**src/rtl/pipe_hazard_ctrl_if.sv**
```systemverilog
// rtl/pipe_hazard_ctrl_if.sv - hazard status inputs and stall/flush/counter outputs of the hazard controller
interface pipe_hazard_ctrl_if #(
    parameter int CNT_W = 32
);
    logic             id_valid;
    logic             id_rs1_ren;
    logic             id_rs2_ren;
    logic [4:0]       id_rs1_addr;
    logic [4:0]       id_rs2_addr;
    logic             ex_valid;
    logic             ex_w_ena;
    logic [4:0]       ex_w_addr;
    logic             ex_mem_rd;
    logic             ex_redirect;
    logic             ex_mc_start;
    logic             ex_mc_done;
    logic             mem_wait;
    logic             if_stall;
    logic             id_stall;
    logic             ex_stall;
    logic             mem_stall;
    logic             if_flush;
    logic             id_flush;
    logic             ex_bubble;
    logic             busy;
    logic             mc_timeout;
    logic [CNT_W-1:0] stall_cnt;
    logic [CNT_W-1:0] flush_cnt;

    modport master (
        output id_valid, id_rs1_ren, id_rs2_ren, id_rs1_addr, id_rs2_addr,
               ex_valid, ex_w_ena, ex_w_addr, ex_mem_rd, ex_redirect,
               ex_mc_start, ex_mc_done, mem_wait,
        input  if_stall, id_stall, ex_stall, mem_stall, if_flush, id_flush,
               ex_bubble, busy, mc_timeout, stall_cnt, flush_cnt
    );

    modport slave (
        input  id_valid, id_rs1_ren, id_rs2_ren, id_rs1_addr, id_rs2_addr,
               ex_valid, ex_w_ena, ex_w_addr, ex_mem_rd, ex_redirect,
               ex_mc_start, ex_mc_done, mem_wait,
        output if_stall, id_stall, ex_stall, mem_stall, if_flush, id_flush,
               ex_bubble, busy, mc_timeout, stall_cnt, flush_cnt
    );
endinterface

```
**src/rtl/pipe_hazard_ctrl.sv**
```systemverilog
// rtl/pipe_hazard_ctrl.sv - stall/flush scheduler for the five-stage pipeline with event counters
module pipe_hazard_ctrl #(
    parameter int CNT_W      = 32,
    parameter int MC_TIMEOUT = 64
) (
    input  logic               clock,
    input  logic               reset,
    pipe_hazard_ctrl_if.slave  hz
);
    localparam int MC_W = $clog2(MC_TIMEOUT + 1);

    typedef enum logic [1:0] {RUN, MCWAIT, MEMWAIT} state_t;

    state_t           state;
    logic             busy_q;
    logic             redir_pend;
    logic [MC_W-1:0]  mc_cnt;
    logic             mc_timeout_q;
    logic [CNT_W-1:0] stall_cnt_q;
    logic [CNT_W-1:0] flush_cnt_q;

    logic rule_mem;
    logic rule_mc;
    logic held;
    logic flush_now;
    logic load_use;
    logic lu_stall;
    logic if_stall_w;

    always_comb begin
        rule_mem  = hz.mem_wait;
        rule_mc   = ~rule_mem & ((state == MCWAIT) | hz.ex_mc_start);
        held      = rule_mem | rule_mc;
        flush_now = ~held & (hz.ex_redirect | redir_pend);
        load_use  = hz.ex_valid & hz.ex_mem_rd & hz.ex_w_ena & (hz.ex_w_addr != 5'd0) &
                    hz.id_valid &
                    ((hz.id_rs1_ren & (hz.id_rs1_addr == hz.ex_w_addr)) |
                     (hz.id_rs2_ren & (hz.id_rs2_addr == hz.ex_w_addr)));
        // A flushed ID instruction is a bubble anyway, so it cannot cause a load-use stall.
        lu_stall   = load_use & ~held & ~flush_now;
        if_stall_w = held | lu_stall;
    end

    assign hz.if_stall   = reset & if_stall_w;
    assign hz.id_stall   = reset & if_stall_w;
    assign hz.ex_stall   = reset & held;
    assign hz.mem_stall  = reset & rule_mem;
    assign hz.if_flush   = reset & flush_now;
    assign hz.id_flush   = reset & flush_now;
    assign hz.ex_bubble  = reset & lu_stall;
    assign hz.busy       = busy_q;
    assign hz.mc_timeout = mc_timeout_q;
    assign hz.stall_cnt  = stall_cnt_q;
    assign hz.flush_cnt  = flush_cnt_q;

    always_ff @(posedge clock or negedge reset) begin
        if (!reset) begin
            state        <= RUN;
            busy_q       <= 1'b0;
            redir_pend   <= 1'b0;
            mc_cnt       <= '0;
            mc_timeout_q <= 1'b0;
            stall_cnt_q  <= '0;
            flush_cnt_q  <= '0;
        end else begin
            case (state)
                RUN, MEMWAIT: begin
                    // A cycle where mem_wait has dropped behaves like RUN, so a start there is taken.
                    if (hz.mem_wait) begin
                        state  <= MEMWAIT;
                        busy_q <= 1'b1;
                    end else if (hz.ex_mc_start) begin
                        state  <= MCWAIT;
                        busy_q <= 1'b1;
                        mc_cnt <= '0;
                    end else begin
                        state  <= RUN;
                        busy_q <= 1'b0;
                    end
                end
                MCWAIT: begin
                    if (mc_cnt != MC_W'(MC_TIMEOUT)) begin
                        mc_cnt <= mc_cnt + 1'b1;
                    end
                    if (mc_cnt == MC_W'(MC_TIMEOUT - 1)) begin
                        mc_timeout_q <= 1'b1;
                    end
                    if (hz.ex_mc_done) begin
                        state  <= RUN;
                        busy_q <= 1'b0;
                    end
                end
                default: begin
                    state  <= RUN;
                    busy_q <= 1'b0;
                end
            endcase

            if (flush_now) begin
                redir_pend <= 1'b0;
            end else if (hz.ex_redirect & held) begin
                redir_pend <= 1'b1;
            end

            stall_cnt_q <= stall_cnt_q + {{(CNT_W-1){1'b0}}, if_stall_w};
            flush_cnt_q <= flush_cnt_q + {{(CNT_W-1){1'b0}}, flush_now};
        end
    end
endmodule
```
**src/flat_wrapper.sv**
```systemverilog
// flat-port wrapper written by rule: the top's interface ports become plain ports
module pipe_hazard_ctrl_flat 
#(
    parameter int CNT_W      = 32,
    parameter int MC_TIMEOUT = 64
)
  (clock, reset, hz_id_valid, hz_id_rs1_ren, hz_id_rs2_ren, hz_id_rs1_addr, hz_id_rs2_addr, hz_ex_valid, hz_ex_w_ena, hz_ex_w_addr, hz_ex_mem_rd, hz_ex_redirect, hz_ex_mc_start, hz_ex_mc_done, hz_mem_wait, hz_if_stall, hz_id_stall, hz_ex_stall, hz_mem_stall, hz_if_flush, hz_id_flush, hz_ex_bubble, hz_busy, hz_mc_timeout, hz_stall_cnt, hz_flush_cnt);
  pipe_hazard_ctrl_if #(.CNT_W(CNT_W)) hz_i ();
  input  logic clock;
  input  logic reset;
  input wire logic [$bits(hz_i.id_valid)-1:0] hz_id_valid;
  input wire logic [$bits(hz_i.id_rs1_ren)-1:0] hz_id_rs1_ren;
  input wire logic [$bits(hz_i.id_rs2_ren)-1:0] hz_id_rs2_ren;
  input wire logic [$bits(hz_i.id_rs1_addr)-1:0] hz_id_rs1_addr;
  input wire logic [$bits(hz_i.id_rs2_addr)-1:0] hz_id_rs2_addr;
  input wire logic [$bits(hz_i.ex_valid)-1:0] hz_ex_valid;
  input wire logic [$bits(hz_i.ex_w_ena)-1:0] hz_ex_w_ena;
  input wire logic [$bits(hz_i.ex_w_addr)-1:0] hz_ex_w_addr;
  input wire logic [$bits(hz_i.ex_mem_rd)-1:0] hz_ex_mem_rd;
  input wire logic [$bits(hz_i.ex_redirect)-1:0] hz_ex_redirect;
  input wire logic [$bits(hz_i.ex_mc_start)-1:0] hz_ex_mc_start;
  input wire logic [$bits(hz_i.ex_mc_done)-1:0] hz_ex_mc_done;
  input wire logic [$bits(hz_i.mem_wait)-1:0] hz_mem_wait;
  output wire logic [$bits(hz_i.if_stall)-1:0] hz_if_stall;
  output wire logic [$bits(hz_i.id_stall)-1:0] hz_id_stall;
  output wire logic [$bits(hz_i.ex_stall)-1:0] hz_ex_stall;
  output wire logic [$bits(hz_i.mem_stall)-1:0] hz_mem_stall;
  output wire logic [$bits(hz_i.if_flush)-1:0] hz_if_flush;
  output wire logic [$bits(hz_i.id_flush)-1:0] hz_id_flush;
  output wire logic [$bits(hz_i.ex_bubble)-1:0] hz_ex_bubble;
  output wire logic [$bits(hz_i.busy)-1:0] hz_busy;
  output wire logic [$bits(hz_i.mc_timeout)-1:0] hz_mc_timeout;
  output wire logic [$bits(hz_i.stall_cnt)-1:0] hz_stall_cnt;
  output wire logic [$bits(hz_i.flush_cnt)-1:0] hz_flush_cnt;
  assign hz_i.id_valid = hz_id_valid;
  assign hz_i.id_rs1_ren = hz_id_rs1_ren;
  assign hz_i.id_rs2_ren = hz_id_rs2_ren;
  assign hz_i.id_rs1_addr = hz_id_rs1_addr;
  assign hz_i.id_rs2_addr = hz_id_rs2_addr;
  assign hz_i.ex_valid = hz_ex_valid;
  assign hz_i.ex_w_ena = hz_ex_w_ena;
  assign hz_i.ex_w_addr = hz_ex_w_addr;
  assign hz_i.ex_mem_rd = hz_ex_mem_rd;
  assign hz_i.ex_redirect = hz_ex_redirect;
  assign hz_i.ex_mc_start = hz_ex_mc_start;
  assign hz_i.ex_mc_done = hz_ex_mc_done;
  assign hz_i.mem_wait = hz_mem_wait;
  assign hz_if_stall = hz_i.if_stall;
  assign hz_id_stall = hz_i.id_stall;
  assign hz_ex_stall = hz_i.ex_stall;
  assign hz_mem_stall = hz_i.mem_stall;
  assign hz_if_flush = hz_i.if_flush;
  assign hz_id_flush = hz_i.id_flush;
  assign hz_ex_bubble = hz_i.ex_bubble;
  assign hz_busy = hz_i.busy;
  assign hz_mc_timeout = hz_i.mc_timeout;
  assign hz_stall_cnt = hz_i.stall_cnt;
  assign hz_flush_cnt = hz_i.flush_cnt;
  pipe_hazard_ctrl #(.CNT_W(CNT_W), .MC_TIMEOUT(MC_TIMEOUT)) u_core (.clock(clock), .reset(reset), .hz(hz_i));
endmodule
```
**config.mk**
```make
export PLATFORM = sky130hd
export DESIGN_NAME = pipe_hazard_ctrl_flat
export DESIGN_NICKNAME = d
export VERILOG_FILES = /design/src/rtl/pipe_hazard_ctrl_if.sv /design/src/rtl/pipe_hazard_ctrl.sv /design/src/flat_wrapper.sv
export SDC_FILE = /design/constraint.sdc
export NUM_CORES = 1
export LEC_CHECK = 0
export ABC_AREA = 1
export CAP_MARGIN = 20
export CORE_ASPECT_RATIO = 2
export CORE_UTILIZATION = 65
export CTS_CLUSTER_SIZE = 24
export DETAILED_ROUTE_END_ITERATION = 8
export DONT_BUFFER_PORTS = 1
export GPL_ROUTABILITY_DRIVEN = 0
export HOLD_SLACK_MARGIN = 0.06
export PLACE_DENSITY = 0.83
export SLEW_MARGIN = 20
export SYNTH_ARGS = -nofsm -noshare
export SYNTH_HDL_FRONTEND = slang
export SYNTH_SLANG_ARGS = --single-unit
```
**constraint.sdc**
```tcl
create_clock -name clock -period 3.6 [get_ports clock]
set_input_delay 1.08 -clock clock [delete_from_list [all_inputs] [get_ports clock]]
set_output_delay 1.08 -clock clock [all_outputs]
set_load 0.05 [all_outputs]
```
; After elaboration in Yosys (flattened, before gate mapping)
; Cells that the tools add are included.
[totals]
out_inout_bits = 73
romBits = 0
elab_cells = 66
memories = 0
ff_bits = 76
in_bits = 27
latchBits = 0
mem_bits_rw = 0
[op_classes]
n_lt_le_gt_ge = 0
n_shift = 0
mux = 14
n_reduce_logical = 7
n_addsub = 3
mul = 0
eq_ne = 10
n_bitwise = 25
n_div = 0
[op_table]
columns = cell, count
row1 = 32-bit by 1-bit adder with 32-bit output, 2
row2 = 7-bit 2-to-1 mux, 3
row3 = 1-bit bitwise AND, 17
row4 = 7-bit one-hot mux with 2 select lines, 1
row5 = 5-bit == test, 2
row6 = 2-bit inequality test (second input constant), 4
row7 = 7-bit by 1-bit adder with 7-bit output (second input constant), 1
row8 = 7-bit by 6-bit == test with 1-bit output (second input constant), 1
row9 = 7-bit inequality test (second input constant), 1
row10 = 1-bit 2-to-1 mux, 6
row11 = 1-bit OR, 5
row12 = 5-bit nonzero test, 1
row13 = 2-bit 2-to-1 mux, 2
row14 = 2-bit one-hot mux with 2 select lines, 1
row15 = 4-bit AND reduction, 1
row16 = 2-bit nonzero test, 2
row17 = 1-bit NOT, 3
row18 = 2-bit by 1-bit == test with 1-bit output (second input constant), 1
row19 = 2-bit == test (second input constant), 1
row20 = 2-bit logical NOT, 1
row21 = 1-bit one-hot mux with 2 select lines, 1
row22 = 2-bit AND reduction, 1
row23 = 2-bit OR reduction, 1

; Logic depth before layout (Yosys ltp)
[logic_depth]
ltp_word = 10
mapped_depth = 17
ltp_nobuf = 17

; Least setup slack after synthesis
; OpenSTA, ideal clock, no wires.
[synth_path]
path_type = input -> output
start = in hz_mem_wait
end = out hz_if_flush
arrival_time_ps = 2981
path_buffers = 1
required_ps = 2520
path_stages = 6
slack_ps = -461
cell_sequence = inv_1 > nand2_1 > nor2_1 > inv_1 > nor3_1 > buf_4
[synth_between]
elab_chain_cells = 6
[synth_lines]
columns = element, line_no
row1 = from (decl), flat_wrapper.sv:23  ; input wire logic [$bits(hz_i.mem_wait)-1:0] hz_mem_wait;
row2 = 1-bit NOT, pipe_hazard_ctrl.sv:32  ; rule_mc = ~rule_mem & ((state == MCWAIT) | hz.ex_mc_start);
row3 = 1-bit bitwise AND, pipe_hazard_ctrl.sv:32
row4 = 1-bit OR *, pipe_hazard_ctrl.sv:33  ; held = rule_mem | rule_mc;
row5 = 1-bit NOT *, pipe_hazard_ctrl.sv:34  ; flush_now = ~held & (hz.ex_redirect | redir_pend);
row6 = 1-bit bitwise AND *, pipe_hazard_ctrl.sv:34
row7 = 1-bit bitwise AND *, --
row8 = to (decl), flat_wrapper.sv:28  ; output wire logic [$bits(hz_i.if_flush)-1:0] hz_if_flush;
; Every way passes the cells marked *; elsewhere a longest branch is shown, timed or not.

; Worst setup path in the final report
[layout_path]
start = in hz_ex_redirect
end = out hz_ex_bubble
[layout_between]
elab_chain_cells = 5
[layout_lines]
columns = element, line_no
row1 = from (decl), flat_wrapper.sv:20  ; input wire logic [$bits(hz_i.ex_redirect)-1:0] hz_ex_redirect;
row2 = 1-bit OR, pipe_hazard_ctrl.sv:34
row3 = 1-bit bitwise AND, pipe_hazard_ctrl.sv:34
row4 = 1-bit NOT, pipe_hazard_ctrl.sv:40  ; lu_stall = load_use & ~held & ~flush_now;
row5 = 1-bit bitwise AND, pipe_hazard_ctrl.sv:40
row6 = 1-bit bitwise AND, pipe_hazard_ctrl.sv:50  ; assign hz.ex_bubble = reset & lu_stall;
row7 = to (decl), flat_wrapper.sv:30  ; output wire logic [$bits(hz_i.ex_bubble)-1:0] hz_ex_bubble;
; No other way between the ends.

==> impl_results.md <==
* Clock Latency Late Sink at 0.34 ns
* Residual DRC at 0
* First-pass GRT wire length at 18100 um
* Synthesized net count at 616
* RSZ-0062 raised after global routing: false
* Setup Skew at 0.00383 ns
* Critical path startpoint: hz_ex_redirect
* Reg2reg start: u_core.state[0]$_DFFE_PN0P_
* # H-tree levels at 3
* CTS resizes at 0
* Fill count at 496
* TritonRoute pass-1 iters at 5
* Post-CTS Setup Inserts at 0
* Initial antenna violation count at 0
* CP max-delay cell: inv_1
* Clock buffer depth at 2
* Final setup violation count at 0
* Yosys reg bits at 76
* CP Cell Sequence: nor2_1 > nand3_1 > nor2_1 > nand3_1 > inv_1
* Initial Utilization at 67.4%
* Reg-to-Reg End: u_core.hz.stall_cnt[24]$_DFF_PN0_
* DRT iter0 DRCs at 342
* Share of power burned in registers at 52.4%
* Worst slew pin tran at 0.763 ns
* Hold Path Depth at 1
* Clock network fraction of total power at 36.5%
* Combinational power share at 11.2%
* Core box area at 6570 sq um
* Sw Pwr at 0.996 mW
* Hold path startpoint: u_core.state[0]$_DFFE_PN0P_
* Clock buffer count from CTS at 9
* Final net count at 629
* Reg2Reg Depth at 16
* # IOs at 100
* Req. time, crit path at 2.52 ns
* # port buffers at 0
* Hpwl dp at 8140 um
* Routed wire length at 10900 um
* Area Overhead vs Synth at 10.8%
* Worst vdd ir at 0.475 mV
* Max-slew violation count at 0
* Via density at 5.63
* Commonest non-fill, non-tap cell in the layout: nand2_1
* ANT nets after route at 0
* Worst Path Max Fanout at 4
* Peak Freq at 0.318 GHz
* Site row count at 42
* YS warnings at 0
* Syn Inst Count at 583
* Via count at 3876
* Final Hold Fails at 0
* ANT cells at 0
* Placed Area at 4580 sq um
* Vias in the first global route at 4013
* Num Clock Sinks at 76
* Die Ht at 119 um
* Hold WC Path Type: reg2reg
* Post-synthesis average cell area at 7.59 sq um
* Mapped Area at 4420 sq um
* Worst Setup End Kind: output pin
* Hold_buf cts at 0
* Sw frac at 37.2%
* Sequential share of the synthesized area at 43.0%
* All-Layer GR Usage at 34.5%
* Slew HR at 49.1%
* Pint at 1.69 mW
* Final period util at 87.3%
* Reg2reg setup slack at 1.11 ns
* CP max stage delay at 0.33 ns
* Design area at 4900 sq um
* Minimum clock period at 3.14 ns
* MaxCap Viol Count at 0
* Largest net degree at the start of global routing at 80
* Die Wd at 60.3 um
* TritonCTS clock tree: done
* Status: finished clean
* Netlist cell types at 28
* P_leak at 2.41 nW
* Clock transition at path regs at 0.05 ns
* Wirelength per Cell at 15.9 um
* Most frequent cells in the layout: 196 x nand2_1, 82 x nor2_1, 76 x dfrtp_1
* Root buffer cell: clkbuf_16
* Total grt overflow at 0
* Setup CP Type: in2out
* Hold endpoint: u_core.state[1]$_DFFE_PN0P_
* Share of post-route cells with drive strength above 1 at 10.3%
* PD cells at 547 nW/um^2
* Final Power at 2.68 mW
* Startpoint types: input port
* Die area at 7160 sq um
* Arr. time, crit path at 2.06 ns
power groups by stage:
stage / combinational [mW] / sequential, mW / clock, mW
floorplan: 0.243 / 1.37 / 0
global placement: 0.284 / 1.41 / 0
detailed placement: 0.299 / 1.42 / 0
CTS: 0.301 / 1.40 / 0.989
global route: 0.344 / 1.42 / 1.03
finish: 0.300 / 1.40 / 0.978
critical path, delay by kind of cell:
family,cells,cell delay (ns)
buf+inv,1,0.33
simple gates,4,0.65
stage by stage:
stage	setup TNS (ns)	util (%)	hold WS, ns	std cells	setup slack, ns
after CTS	0	74.6	0.429	688	0.439
after floorplan	-0.00835	-	0.403	583	-0.00835
after detailed placement	0	69.7	0.421	673	0.420
final	0	74.6	0.429	688	0.457
after global routing	0	74.6	0.427	688	0.376
after global placement	0	69.7	0.421	673	0.473
cell type report:
class / count / area [sq um] / share of cell area, %
clock buffers: 11 / 253 / 5.16
clock inverters: 4 / 72.6 / 1.48
inverters: 68 / 255 / 5.21
multi-input cells: 437 / 2270 / 46.2
flip-flops and latches: 76 / 1900 / 38.8
well taps: 88 / 110 / 2.25
repair buffers: 4 / 42.5 / 0.868
layer usage:
layer,up-vias,GRT usage [%],share of wire (%)
met4,0,23.0,5.6
met1,1819,34.1,34
met2,166,58.0,55
met3,54,10.9,5.7
li1,1837,-,-
met5,-,0,0
Yosys cell counts, drive strengths merged:
cell type / instances / area (sq um)
a31o: 1 / 8.76
and2: 1 / 6.26
buf: 2 / 15.0
clkinv: 1 / 3.75
dfrtp: 76 / 1900
ha: 6 / 75.1
inv: 67 / 251
nand2: 206 / 813
nand3: 28 / 175
nand3b: 18 / 135
nand4: 10 / 62.6
nor2: 102 / 470
nor3: 18 / 116
o21ai: 6 / 30.0
o22ai: 2 / 12.5
or2: 1 / 6.26
xnor2: 6 / 60.1
xor2: 32 / 280
kinds of logic after synthesis:
family / share of synthesized area [%]
AO/OA/AOI/OAI: 1.16
XOR/XNOR: 7.69
adder cells (fa/ha/maj): 1.70
buffers and inverters: 6.11
flip-flops: 43.0
AND/OR/NAND/NOR: 40.4
sequential cells by signal, indices dropped and copies added, names as in the netlist:
register,flops
u_core.hz.flush_cnt,32
u_core.hz.stall_cnt,32
u_core.mc_cnt,7
u_core.state,2
u_core.hz.busy,1
u_core.hz.mc_timeout,1
u_core.redir_pend,1
how the worst max path moves through the flow:
| stage | to | depth (start not counted) | slack, ns |
|---|---|---|---|
| after floorplan | hz_if_flush | 6 | -0.008 |
| after global placement | hz_ex_bubble | 5 | 0.47 |
| after detailed placement | u_core.hz.stall_cnt[24]$_DFF_PN0_ | 14 | 0.42 |
| after CTS | hz_ex_bubble | 5 | 0.44 |
| after global routing | hz_ex_bubble | 5 | 0.38 |
| final | hz_ex_bubble | 5 | 0.46 |
Note: power is estimated with default switching activity, not from simulation.
